<file path="src/rtl/regfile_wb_arbiter.sv">
// Register-file write-port arbiter: memory load returns take priority over
// buffered ALU/JAL results; a pending-load scoreboard drives the decode hazard.
module regfile_wb_arbiter #(
    parameter int unsigned W     = 32,
    parameter int unsigned DEPTH = 4
) (
    input  logic                       clock,
    input  logic                       reset,
    input  logic                       alu_valid,
    output logic                       alu_ready,
    input  logic [4:0]                 alu_rd,
    input  logic                       alu_jal,
    input  logic [W-1:0]               alu_data,
    input  logic                       ld_issue,
    input  logic [4:0]                 ld_rd,
    input  logic                       mem_valid,
    input  logic [4:0]                 mem_rd,
    input  logic [W-1:0]               mem_data,
    input  logic [4:0]                 rr1,
    input  logic [4:0]                 rr2,
    output logic                       hazard,
    output logic                       rf_regwrite,
    output logic [4:0]                 rf_wr,
    output logic [W-1:0]               rf_wdata,
    output logic [$clog2(DEPTH):0]     fifo_count
);

    localparam int unsigned AW = $clog2(DEPTH);
    localparam int unsigned CW = AW + 1;

    logic [4:0]    fifo_rd   [DEPTH];
    logic [W-1:0]  fifo_data [DEPTH];
    logic [AW-1:0] wptr;
    logic [AW-1:0] rptr;
    logic [CW-1:0] count;
    logic [31:0]   busy;
    logic [31:0]   busy_next;

    logic [4:0]    erd;
    logic          accept;
    logic          push;
    logic          pop;
    logic          fifo_hit1;
    logic          fifo_hit2;
    logic [AW-1:0] idx;

    assign erd        = alu_jal ? 5'd31 : alu_rd;
    assign alu_ready  = (count < CW'(DEPTH)) && !busy[erd];
    assign accept     = alu_valid && alu_ready;
    assign push       = accept && (erd != 5'd0);
    assign pop        = !mem_valid && (count != CW'(0));
    assign fifo_count = count;

    // Scoreboard update: a new issue wins over a same-register return.
    always_comb begin
        busy_next = busy;
        if (mem_valid) begin
            busy_next[mem_rd] = 1'b0;
        end
        if (ld_issue && (ld_rd != 5'd0)) begin
            busy_next[ld_rd] = 1'b1;
        end
        busy_next[0] = 1'b0;
    end

    // Look through the live FIFO entries for a pending write to either read port.
    always_comb begin
        fifo_hit1 = 1'b0;
        fifo_hit2 = 1'b0;
        idx       = '0;
        for (int i = 0; i < int'(DEPTH); i++) begin
            idx = rptr + AW'(i);
            if (CW'(i) < count) begin
                if (fifo_rd[idx] == rr1) fifo_hit1 = 1'b1;
                if (fifo_rd[idx] == rr2) fifo_hit2 = 1'b1;
            end
        end
    end

    always_comb begin
        hazard = 1'b0;
        if (rr1 != 5'd0 && (busy[rr1] || fifo_hit1 || (rf_regwrite && rf_wr == rr1))) begin
            hazard = 1'b1;
        end
        if (rr2 != 5'd0 && (busy[rr2] || fifo_hit2 || (rf_regwrite && rf_wr == rr2))) begin
            hazard = 1'b1;
        end
    end

    always_ff @(posedge clock) begin
        if (reset) begin
            wptr  <= '0;
            rptr  <= '0;
            count <= '0;
            busy  <= '0;
        end else begin
            busy <= busy_next;
            if (push) begin
                wptr <= wptr + AW'(1);
            end
            if (pop) begin
                rptr <= rptr + AW'(1);
            end
            if (push && !pop) begin
                count <= count + CW'(1);
            end else if (pop && !push) begin
                count <= count - CW'(1);
            end
        end
    end

    // Storage carries no reset; only entries below count are ever consulted.
    always_ff @(posedge clock) begin
        if (!reset && push) begin
            fifo_rd[wptr]   <= erd;
            fifo_data[wptr] <= alu_data;
        end
    end

    // Write-port register: load return, else FIFO head, else idle holding address/data.
    always_ff @(posedge clock) begin
        if (reset) begin
            rf_regwrite <= 1'b0;
            rf_wr       <= '0;
            rf_wdata    <= '0;
        end else if (mem_valid) begin
            rf_regwrite <= (mem_rd != 5'd0);
            rf_wr       <= mem_rd;
            rf_wdata    <= mem_data;
        end else if (pop) begin
            rf_regwrite <= 1'b1;
            rf_wr       <= fifo_rd[rptr];
            rf_wdata    <= fifo_data[rptr];
        end else begin
            rf_regwrite <= 1'b0;
        end
    end

endmodule

</file>
<file path="config.mk">
export PLATFORM = sky130hd
export DESIGN_NAME = regfile_wb_arbiter
export DESIGN_NICKNAME = d
export VERILOG_FILES = /design/src/rtl/regfile_wb_arbiter.sv
export SDC_FILE = /design/constraint.sdc
export NUM_CORES = 1
export LEC_CHECK = 0
export BUFFER_PORTS_ARGS = -buffer_cell sky130_fd_sc_hd__buf_2
export CORE_MARGIN = 2
export CORE_UTILIZATION = 35
export DETAILED_ROUTE_END_ITERATION = 12
export PLACE_DENSITY_LB_ADDON = 0.05
export SLEW_MARGIN = 20
export SYNTH_ARGS = -nofsm -noshare
export SYNTH_HDL_FRONTEND = slang
export SYNTH_SLANG_ARGS = --single-unit
</file>
<file path="constraint.sdc">
create_clock -name clock -period 11.35 [get_ports clock]
set_input_delay 1.135 -clock clock [delete_from_list [all_inputs] [get_ports clock]]
set_output_delay 1.135 -clock clock [all_outputs]
set_load 0.1 [all_outputs]
</file>
==> impl_metrics.yaml, run 1 <==
status:
  status: "complete, no violations"
final_layout:
  fin_area_um2: 12800
  layout.cells.most_common_list: "148 x sky130_fd_sc_hd__edfxtp_1, 137 x sky130_fd_sc_hd__buf_2, 95 x sky130_fd_sc_hd__nor2_1, 78 x sky130_fd_sc_hd__a21oi_1, 75 x sky130_fd_sc_hd__dfxtp_1"
  multi_input_comb_area_um2: 4490
  design.final.nets: 1060
  layout-area-overhead-vs-synth_pct: 18.5
  fillers: 2895
  layout.cells.most_common: "sky130_fd_sc_hd__edfxtp_1"
  final_layout_size_suffix_gt1_share_pct: 28.1
  register_area_um2: 6010
sta:
  slew_headroom_pct: 29.0
  finalCritPeriodShare_pct: 40.7
  fmax_mhz: 216
  clock_skew_ns: 0.0134
  timing.final.setup_violations: 0
  final_hold_viol_count: 0
  slew_viol_final: 0
  post-route-worst-setup-slack_ns: 6.73
  sum_of_negative_setup_slack_ns: 0
  worst_pin_slew_ns: 1.06
  timing.final.crit_period_ns: 4.62
  rsz0062_at_grt: "false"
drt:
  via_count: 7209
  drtPass1Iterations: 4
  drt_iter0_markers: 403
  vias_per_cell: 5.25
  wire_per_inst_um: 20.5
  routed_wl_mm: 28.2
  route.detailed.drc: 0
  detail-route-antenna-nets: 0
pwr:
  p_leak_nw: 4.58
  cellInternalPower_w: 0.00179
  netSwitchingFraction_pct: 34.1
  pwr-share-seq_pct: 36.3
  comb_power_share_pct: 31.1
  clock_power_share_pct: 32.6
  power-per-cell-area_nw_per_um2: 213
  power_dissipated_by_switching_net_loads_w: 0.000929
  ir_worst_vdd_mv: 0.145
critical_path:
  worst_setup_path_start_kind: "flip-flop"
  slowest_stage: "sky130_fd_sc_hd__dfxtp_1"
  required_ns: 10.22
  worstReg2RegStart: "busy[7]"
  regToRegSetupSlack_ns: 8.19
  critPathMaxFanout: 18
  setup.worst_path.end_class: "output pin"
  critical_path.max_stage_delay_ns: 0.85
  reg_to_reg_endpoint: "fifo_data[2][4]"
  worst_r2r_path_depth: 7
  critPathTopFamily: "flip-flops"
  timing.setup.critical_path_class: "flip-flop to output pin"
  critical_path_buf_inv_count: 1
  critical_path.cell_chain: "mux4_2, xor2_1, nor4_1, a311oi_1, and4_4, o22ai_1, buf_2"
  cp.arrival_ns: 3.49
place:
  dpl-instance-area_um2: 11800
  port-buffer-count: 137
  gpl.final_weighted_congestion: 0.815
  pre_cts_slack_ns: 6.92
  dp_hpwl_mm: 19.2
logic_synthesis:
  postSynth.asyncResetShare_pct: 0
  ys.warnings.count: 0
  postSynthNetCount: 937
  syn_inst: 833
  synth.cell_area_um2: 10800
  synth-main-ff-cell: "sky130_fd_sc_hd__edfxtp_1"
  netlist.area_leader.share_pct: 41.2
  ys_seq_area_share_pct: 55.7
  ys_top_cells_by_area: "sky130_fd_sc_hd__edfxtp_1 41%, sky130_fd_sc_hd__dfxtp_1 14%, sky130_fd_sc_hd__mux4_2 13%"
  post_synthesis_register_bit_count: 226
  synth_edf_count: 148
  synth_area_per_cell_um2: 12.9
  yosys.area.top_type: "sky130_fd_sc_hd__edfxtp_1"
  synthDistinctLibCells: 52
clocking:
  tritoncts_num_sinks: 226
  root_buffer: "sky130_fd_sc_hd__clkbuf_16"
  cts_made_buffers: 27
  clkTransAtPathRegs_ns: 0.06
  post-cts-setup-buffer-count: 0
  cts_tree: "built"
  clkLatencyLatePin_ns: 0.54
  max-clock-path-buffers: 3
  cts-htree-levels: 1
  post_cts_hold_buffer_count: 0
  cts.repair.resized: 0
floorplan:
  fp-row-count: 64
  initial_util_pct: 35.4
  die_area_um2: 32200
  io_pins: 138
  design.core.area_um2: 30400
  die_width_um: 179
  floorplan.die.height_um: 179
worst_hold_path:
  timing.hold.worst.start: "busy[27]"
  min_delay_path_depth: 2
  hp-class: "flip-flop to flip-flop"
  min_delay_worst_endpoint: "busy[27]"
grt:
  grt_overflow: 0
  grt_antenna_before_repair: 3
  grt_util_all_layers_pct: 17.6
  vias_in_the_first_global_route: 7350
  wire_length_of_the_first_global_routing_pass_mm: 44.4
  largest_net_degree_at_the_start_of_global_routing: 57
run:
  max_cap_violations: 0
kinds of logic (layout without fill, tap and decap cells):
logic type      Yosys count  count (layout)  share of synthesized area (%)
compound gates          137             137                           6.99
xor+xnor                 54              54                           4.39
fa+ha+maj                 9               9                           1.04
buf+inv                  69             213                           2.81
flops                   226             226                           55.7
mux                     132             132                           20.0
other cells               0               1                              0
simple gates            206             206                           9.02
synthesized netlist by cell type (6+ instances only):
| cell type | n |
|---|---|
| sky130_fd_sc_hd__nor3_1 | 10 |
| sky130_fd_sc_hd__buf_2 | 14 |
| sky130_fd_sc_hd__nor3b_1 | 11 |
| sky130_fd_sc_hd__a21oi_1 | 78 |
| sky130_fd_sc_hd__o21ai_0 | 40 |
| sky130_fd_sc_hd__xnor2_1 | 22 |
| sky130_fd_sc_hd__xor2_1 | 32 |
| sky130_fd_sc_hd__nor2_1 | 95 |
| sky130_fd_sc_hd__mux2i_1 | 63 |
| sky130_fd_sc_hd__dfxtp_1 | 78 |
| sky130_fd_sc_hd__buf_1 | 6 |
| sky130_fd_sc_hd__nor4_1 | 6 |
| sky130_fd_sc_hd__clkbuf_1 | 32 |
| sky130_fd_sc_hd__nand2_1 | 43 |
| sky130_fd_sc_hd__ha_1 | 9 |
| sky130_fd_sc_hd__nand3_1 | 6 |
| sky130_fd_sc_hd__mux4_2 | 60 |
| sky130_fd_sc_hd__edfxtp_1 | 148 |
| sky130_fd_sc_hd__inv_1 | 9 |
metrics by stage:
step,util (%),hold WS [ns],instances,power (W)
global placement,38.9,0.507,1323,0.00187
global route,42.0,0.535,1373,0.00287
floorplan,-,0.469,833,0.00169
finish,42.0,0.513,1374,0.00272
CTS,42.0,0.516,1373,0.00277
detailed placement,38.9,0.507,1323,0.00187
how the worst max path moves through the flow:
stage | from | endpoint | slack [ns] | cells past startpoint
after floorplan | alu_rd[1] | fifo_data[1][0] | 4.45 | 7
after global placement | rr2[2] | hazard | 6.98 | 9
after detailed placement | rr1[1] | hazard | 6.92 | 9
after CTS | rptr[0] | hazard | 6.42 | 8
after global routing | rptr[1] | hazard | 6.53 | 7
final | rptr[1] | hazard | 6.73 | 7
worst register-to-register path, stage by stage, from the launching register on:
cell,delay [ns]
sky130_fd_sc_hd__dfxtp_1,0.36
sky130_fd_sc_hd__mux4_2,0.49
sky130_fd_sc_hd__mux2i_1,0.17
sky130_fd_sc_hd__o21ai_0,0.12
sky130_fd_sc_hd__o32ai_2,0.19
sky130_fd_sc_hd__o311ai_2,0.28
sky130_fd_sc_hd__nor3b_2,0.79
sky130_fd_sc_hd__buf_4,0.43
flip-flops by register name, summed over array words and instances, names as in the netlist, named ones only:
register	count
fifo_data	128
fifo_count	3
rf_regwrite	1
rptr	2
fifo_rd	20
rf_wr	5
rf_wdata	32
wptr	2
busy	31
power groups by stage:
stage / Sequential, W / Combinational, W / Clock (W)
5_1_grt: 0.000999 / 0.000917 / 0.000949
6_report: 0.000988 / 0.000846 / 0.000888
3_5_place_dp: 0.00101 / 0.000859 / 0
2_1_floorplan: 0.00116 / 0.000526 / 0
3_3_place_gp: 0.00101 / 0.000859 / 0
4_1_cts: 0.000991 / 0.000862 / 0.000917
area by class of cell:
cell class / count / share of cell area (%)
clock buffer: 40 / 6.47
sequential: 226 / 47.0
multi-input combinational: 538 / 35.2
antenna: 1 / 0.0196
timing repair buffer: 151 / 6.19
clock inverter: 10 / 0.891
inverter: 12 / 0.353
tap: 396 / 3.88
routing by layer:
layer / vias to the layer above / wire, um / track usage, %
met5: - / 21 / 0
met4: 4 / 633 / 4.13
met3: 39 / 1330 / 3.16
met2: 174 / 13200 / 28.7
met1: 3612 / 13000 / 24.5
li1: 3380 / - / -
(Power assumes the default switching activity.)
==> inputs of run 2 (changes only) <==
==> constraint.sdc (replaced) <==
create_clock -name clock -period 4.3 [get_ports clock]
set_input_delay 0.43 -clock clock [delete_from_list [all_inputs] [get_ports clock]]
set_output_delay 0.43 -clock clock [all_outputs]
set_load 0.1 [all_outputs]
==> run 2 against run 1 <==
Compared with the run above: non-clock buffer count unchanged; global-route usage down 0.50 points; worst hold slack got worse by 0.39 ns; register-to-register slack worse by 6.8 ns; flip-flop and latch count is the same; die area did not move; power grew to 2.6 times the previous value; combinational power increased to 2.7 times the previous value; sequential power rose to 2.6 times the previous value; sequential share of layout area shrank 0.20 points; clock skew down 0.0026 ns.
==> impl_metrics.yaml, run 2 (synthesized netlist as in run 1, its figures left out) <==
final_layout:
  multi_input_comb_area_um2: 4530
  layout-area-overhead-vs-synth_pct: 19.0
  registers_with_the_most_flip_flops: "fifo_data: 128 flops, rf_wdata: 32 flops, busy: 31 flops"
  final_layout_size_suffix_gt1_share_pct: 28.0
  register_containing_the_most_flip_flops_in_the_final_layout: "fifo_data"
  layout.cells.most_common: "sky130_fd_sc_hd__edfxtp_1"
  fillers: 2886
  max_ffs_per_register: 128
  register_area_um2: 6010
  layout.cells.most_common_list: "148 x sky130_fd_sc_hd__edfxtp_1, 136 x sky130_fd_sc_hd__buf_2, 95 x sky130_fd_sc_hd__nor2_1, 78 x sky130_fd_sc_hd__a21oi_1, 76 x sky130_fd_sc_hd__dfxtp_1"
  design.final.nets: 1059
drt:
  vias_per_cell: 5.23
  route.detailed.drc: 0
  routed_wl_mm: 27.9
  drtPass1Iterations: 5
  via_count: 7170
  drt_iter0_markers: 407
  detail-route-antenna-nets: 0
  wire_per_inst_um: 20.4
floorplan:
  floorplan.die.height_um: 179
  die_width_um: 179
  die_area_um2: 32200
  fp-row-count: 64
  initial_util_pct: 35.4
  io_pins: 138
  design.core.area_um2: 30400
critical_path:
  crit_path_frequent_cell: "sky130_fd_sc_hd__nor4_1"
  critical_path_buf_inv_count: 2
  setup.worst_path.end_class: "output pin"
  critical_path.max_stage_delay_ns: 0.66
  required_ns: 3.87
  critPathMaxFanout: 11
  slowest_stage: "sky130_fd_sc_hd__dfxtp_1"
  reg_to_reg_endpoint: "fifo_data[2][7]"
  cp.arrival_ns: 3.48
  regToRegSetupSlack_ns: 1.37
  timing.setup.critical_path_class: "flip-flop to output pin"
  worstReg2RegStart: "busy[3]"
  worst_r2r_path_depth: 7
  worst_setup_path_start_kind: "flip-flop"
  critPathTopFamily: "buffers and inverters"
  critical_path.cell_chain: "buf_4, mux4_2, xor2_1, nor4_1, nand3_1, nand4_1, nor4_1, o22ai_1, buf_2"
pwr:
  p_leak_nw: 4.59
  cellInternalPower_w: 0.00476
  netSwitchingFraction_pct: 33.9
  comb_power_share_pct: 31.6
  power-per-cell-area_nw_per_um2: 562
  power_dissipated_by_switching_net_loads_w: 0.00244
  clock_power_share_pct: 32.4
  pwr-share-seq_pct: 36.0
  ir_worst_vdd_mv: 0.256
clocking:
  cts_tree: "built"
  cts_made_buffers: 26
  max-clock-path-buffers: 3
  clkLatencyLatePin_ns: 0.53
  clkTransAtPathRegs_ns: 0.06
  post_cts_hold_buffer_count: 0
  tritoncts_num_sinks: 226
  root_buffer: "sky130_fd_sc_hd__clkbuf_16"
  cts-htree-levels: 1
  cts.repair.resized: 0
  post-cts-setup-buffer-count: 0
place:
  port-buffer-count: 137
  dp_hpwl_mm: 19.1
  gpl.final_weighted_congestion: 0.813
sta:
  finalCritPeriodShare_pct: 91.0
  sum_of_negative_setup_slack_ns: 0
  timing.final.crit_period_ns: 3.91
  final.hold.worst_slack_ns: 0.120
  slew_viol_final: 0
  clock_skew_ns: 0.0108
  final_hold_viol_count: 0
  timing.final.setup_violations: 0
  worst_pin_slew_ns: 0.987
  rsz0062_at_grt: "false"
  slew_headroom_pct: 34.1
  fmax_mhz: 255
grt:
  vias_in_the_first_global_route: 7142
  wire_length_of_the_first_global_routing_pass_mm: 43.5
  grt_antenna_before_repair: 3
  largest_net_degree_at_the_start_of_global_routing: 65
  grt_overflow: 0
  grt_util_all_layers_pct: 17.1
worst_hold_path:
  timing.hold.worst.start: "alu_data[22]"
  min_delay_worst_endpoint: "fifo_data[1][22]"
  hp-class: "primary input to flip-flop"
  min_delay_path_depth: 1
run:
  max_cap_violations: 0
status:
  status: "complete, no violations"
==> run 2: changes by cell type in the layout (fill, tap and decap cells not counted), moves of 2 or more <==
| cell | delta |
|---|---|
| sky130_fd_sc_hd__nor3b_4 | +4 |
| sky130_fd_sc_hd__bufinv_16 | +3 |
| sky130_fd_sc_hd__clkbuf_16 | -3 |
| sky130_fd_sc_hd__clkbuf_8 | -3 |
| sky130_fd_sc_hd__nor3b_2 | -3 |
| sky130_fd_sc_hd__buf_12 | +2 |
| sky130_fd_sc_hd__clkinv_2 | -2 |
| sky130_fd_sc_hd__clkinv_4 | +2 |
==> run 2: how the worst max path moves through the flow <==
stage	from	to	slack, ns	cells past startpoint
2_1_floorplan	alu_rd[1]	fifo_data[1][0]	0.28	7
3_3_place_gp	rptr[1]	hazard	0.92	9
3_5_place_dp	rptr[1]	hazard	0.92	9
4_1_cts	rptr[1]	hazard	0.34	9
5_1_grt	rptr[1]	hazard	0.14	9
6_report	rptr[1]	hazard	0.39	9
==> run 2: power groups by stage <==
stage	registers (W)	logic, W	clock network [W]
6_report	0.00259	0.00228	0.00234
5_1_grt	0.00262	0.00246	0.00249
4_1_cts	0.00260	0.00232	0.00241
3_5_place_dp	0.00264	0.00230	0
3_3_place_gp	0.00264	0.00231	0
2_1_floorplan	0.00307	0.00140	0
==> run 2: area by class of cell <==
type	count	share of cell area, %
inverters	12	0.351
clock inverters	14	1.68
repair buffers	151	6.38
well taps	396	3.86
flip-flops and latches	226	46.8
multi-input cells	538	35.3
diodes	1	0.0195
clock buffers	34	5.54
==> run 2: layer usage <==
metal  share of wire, %  vias up  track usage (%)  routed length (um)
met5               0.11        -                0                  30
met4                1.5        4             3.61                 427
met3                5.6       33             3.38                1560
met2                 47      201             28.4               13100
met1                 46     3560             23.3               12800
li1                   -     3372                -                   -
==> run 2: through the flow <==
step | setup slack (ns) | area, um^2 | cells | total power, W | util (%)
after CTS | 0.340 | 12800 | 1371 | 0.00733 | 42.2
after floorplan | 0.284 | 10800 | 833 | 0.00447 | -
final | 0.386 | 12800 | 1372 | 0.00721 | 42.2
after global routing | 0.140 | 12800 | 1371 | 0.00756 | 42.2
after global placement | 0.922 | 11900 | 1323 | 0.00496 | 39.1
after detailed placement | 0.920 | 11900 | 1323 | 0.00494 | 39.1
==> inputs of run 3 (changes only) <==
==> constraint.sdc (replaced) <==
create_clock -name clock -period 4.55 [get_ports clock]
set_input_delay 0.455 -clock clock [delete_from_list [all_inputs] [get_ports clock]]
set_output_delay 0.455 -clock clock [all_outputs]
set_load 0.1 [all_outputs]
==> run 3 against run 2 <==
Compared with the run above: clock power fell by 17%; worst hold slack better by 0.032 ns; critical path depth down 1; combinational power shrank 6%.
==> impl_metrics.yaml, run 3 (synthesized netlist as in run 1, its figures left out) <==
status:
  status: "complete, no violations"
pwr:
  netSwitchingFraction_pct: 34.6
  ir_worst_vdd_mv: 0.332
  p_leak_nw: 4.54
  power_dissipated_by_switching_net_loads_w: 0.00226
  power_w: 0.00654
  power-per-cell-area_nw_per_um2: 516
  cellInternalPower_w: 0.00428
  comb_power_share_pct: 32.7
  pwr-share-seq_pct: 37.5
  clock_power_share_pct: 29.7
sta:
  timing.final.crit_period_ns: 3.87
  fmax_mhz: 258
  rsz0062_at_grt: "false"
  final_hold_viol_count: 0
  clock_skew_ns: 0.0189
  sum_of_negative_setup_slack_ns: 0
  slew_headroom_pct: 37.6
  slew_viol_final: 0
  timing.final.setup_violations: 0
  worst_pin_slew_ns: 0.935
  finalCritPeriodShare_pct: 85.1
worst_hold_path:
  hp-class: "primary input to flip-flop"
  timing.hold.worst.start: "alu_data[7]"
final_layout:
  postLayoutCoreUtil_pct: 41.6
  register_containing_the_most_flip_flops_in_the_final_layout: "fifo_data"
  fillers: 2921
  registers_with_the_most_flip_flops: "fifo_data: 128 flops, rf_wdata: 32 flops, busy: 31 flops"
  layout-area-overhead-vs-synth_pct: 17.6
  max_ffs_per_register: 128
  layout.cells.most_common: "sky130_fd_sc_hd__edfxtp_1"
  layout.cells.most_common_list: "148 x sky130_fd_sc_hd__edfxtp_1, 136 x sky130_fd_sc_hd__buf_2, 95 x sky130_fd_sc_hd__nor2_1, 78 x sky130_fd_sc_hd__a21oi_1, 76 x sky130_fd_sc_hd__dfxtp_1"
  design.final.nets: 1060
  final_layout_size_suffix_gt1_share_pct: 27.5
clocking:
  max-clock-path-buffers: 3
  clkTransAtPathRegs_ns: 0.06
  tritoncts_num_sinks: 226
  cts_tree: "built"
  post_cts_hold_buffer_count: 0
  cts.repair.resized: 0
  clkLatencyLatePin_ns: 0.52
  cts-htree-levels: 1
  cts_made_buffers: 25
  root_buffer: "sky130_fd_sc_hd__clkbuf_16"
  post-cts-setup-buffer-count: 0
floorplan:
  fp-row-count: 64
  die_area_um2: 32200
  die_width_um: 179
  initial_util_pct: 35.4
  floorplan.die.height_um: 179
  design.core.area_um2: 30400
  io_pins: 138
critical_path:
  critical_path.cell_chain: "mux4_1, xnor2_1, nand4_1, nor3_1, a311oi_1, and4_4, o22ai_1, buf_2"
  worst_setup_path_startpoint: "rptr[0]"
  required_ns: 4.09
  critPathTopFamily: "flip-flops"
  setup.worst_path.end_class: "output pin"
  worstReg2RegStart: "busy[7]"
  slowest_stage: "sky130_fd_sc_hd__dfxtp_1"
  timing.setup.critical_path_class: "flip-flop to output pin"
  critical_path_buf_inv_count: 1
  critPathMaxFanout: 16
  critical_path.max_stage_delay_ns: 0.82
  cp.arrival_ns: 3.42
  worst_setup_path_start_kind: "flip-flop"
drt:
  drtPass1Iterations: 7
  route.detailed.drc: 0
  routed_wl_mm: 27.7
  detail-route-antenna-nets: 0
  wire_per_inst_um: 20.2
  drt_iter0_markers: 422
  vias_per_cell: 5.21
  via_count: 7144
grt:
  wire_length_of_the_first_global_routing_pass_mm: 43.6
  grt_util_all_layers_pct: 17.1
  grt_overflow: 0
  vias_in_the_first_global_route: 7291
  grt_antenna_before_repair: 3
  largest_net_degree_at_the_start_of_global_routing: 65
place:
  gpl.final_weighted_congestion: 0.804
  dp_hpwl_mm: 18.7
  port-buffer-count: 137
run:
  max_cap_violations: 0
## run 3: changes by cell type in the layout (fill, tap and decap cells not counted), sizes merged
cell      change
clkinvlp      -1
bufinv        -3
clkbuf        +1
diode         +1
buf           +2
## run 3: final cells by class
type | instances | area (um^2) | area share (%)
Clock inverter | 10 | 96.3 | 0.760
Multi-Input combinational cell | 538 | 4520 | 35.7
Antenna cell | 2 | 5.00 | 0.0395
Inverter | 12 | 45.0 | 0.355
Sequential cell | 226 | 6010 | 47.4
Tap cell | 396 | 495 | 3.91
Clock buffer | 35 | 693 | 5.47
Timing Repair Buffer | 153 | 808 | 6.38
## run 3: path summary, 6_finish.rpt
check	end	slack (ns)	cells past startpoint
worst max-delay path	hazard	0.68	8
worst min-delay path	fifo_data[0][7]	0.15	1
worst max register to register	fifo_count[2]	1.74	9
worst min register to register	busy[25]	0.50	2
## run 3: stage by stage
stage	hold slack, ns	area [um^2]	std cells	setup WS, ns
CTS	0.135	12700	1370	0.648
floorplan	0.469	10800	833	-0.455
global placement	0.498	11900	1325	1.18
global route	0.137	12700	1370	0.462
finish	0.152	12700	1372	0.679
detailed placement	0.495	11900	1325	1.20
## run 3: layer usage
metal / routed length, um / GRT usage (%) / vias to the layer above
met4: 404 / 3.51 / 4
met5: 24 / 0 / -
li1: - / - / 3383
met3: 1310 / 2.88 / 30
met1: 12700 / 23.9 / 3557
met2: 13200 / 28.2 / 170
## run 3: power by group through the flow
stage / clock [W] / sequential, W / combinational [W]
6_report: 0.00194 / 0.00245 / 0.00214
5_1_grt: 0.00209 / 0.00248 / 0.00231
4_1_cts: 0.00201 / 0.00246 / 0.00218
3_5_place_dp: 0 / 0.00250 / 0.00217
3_3_place_gp: 0 / 0.00250 / 0.00218
2_1_floorplan: 0 / 0.00290 / 0.00131
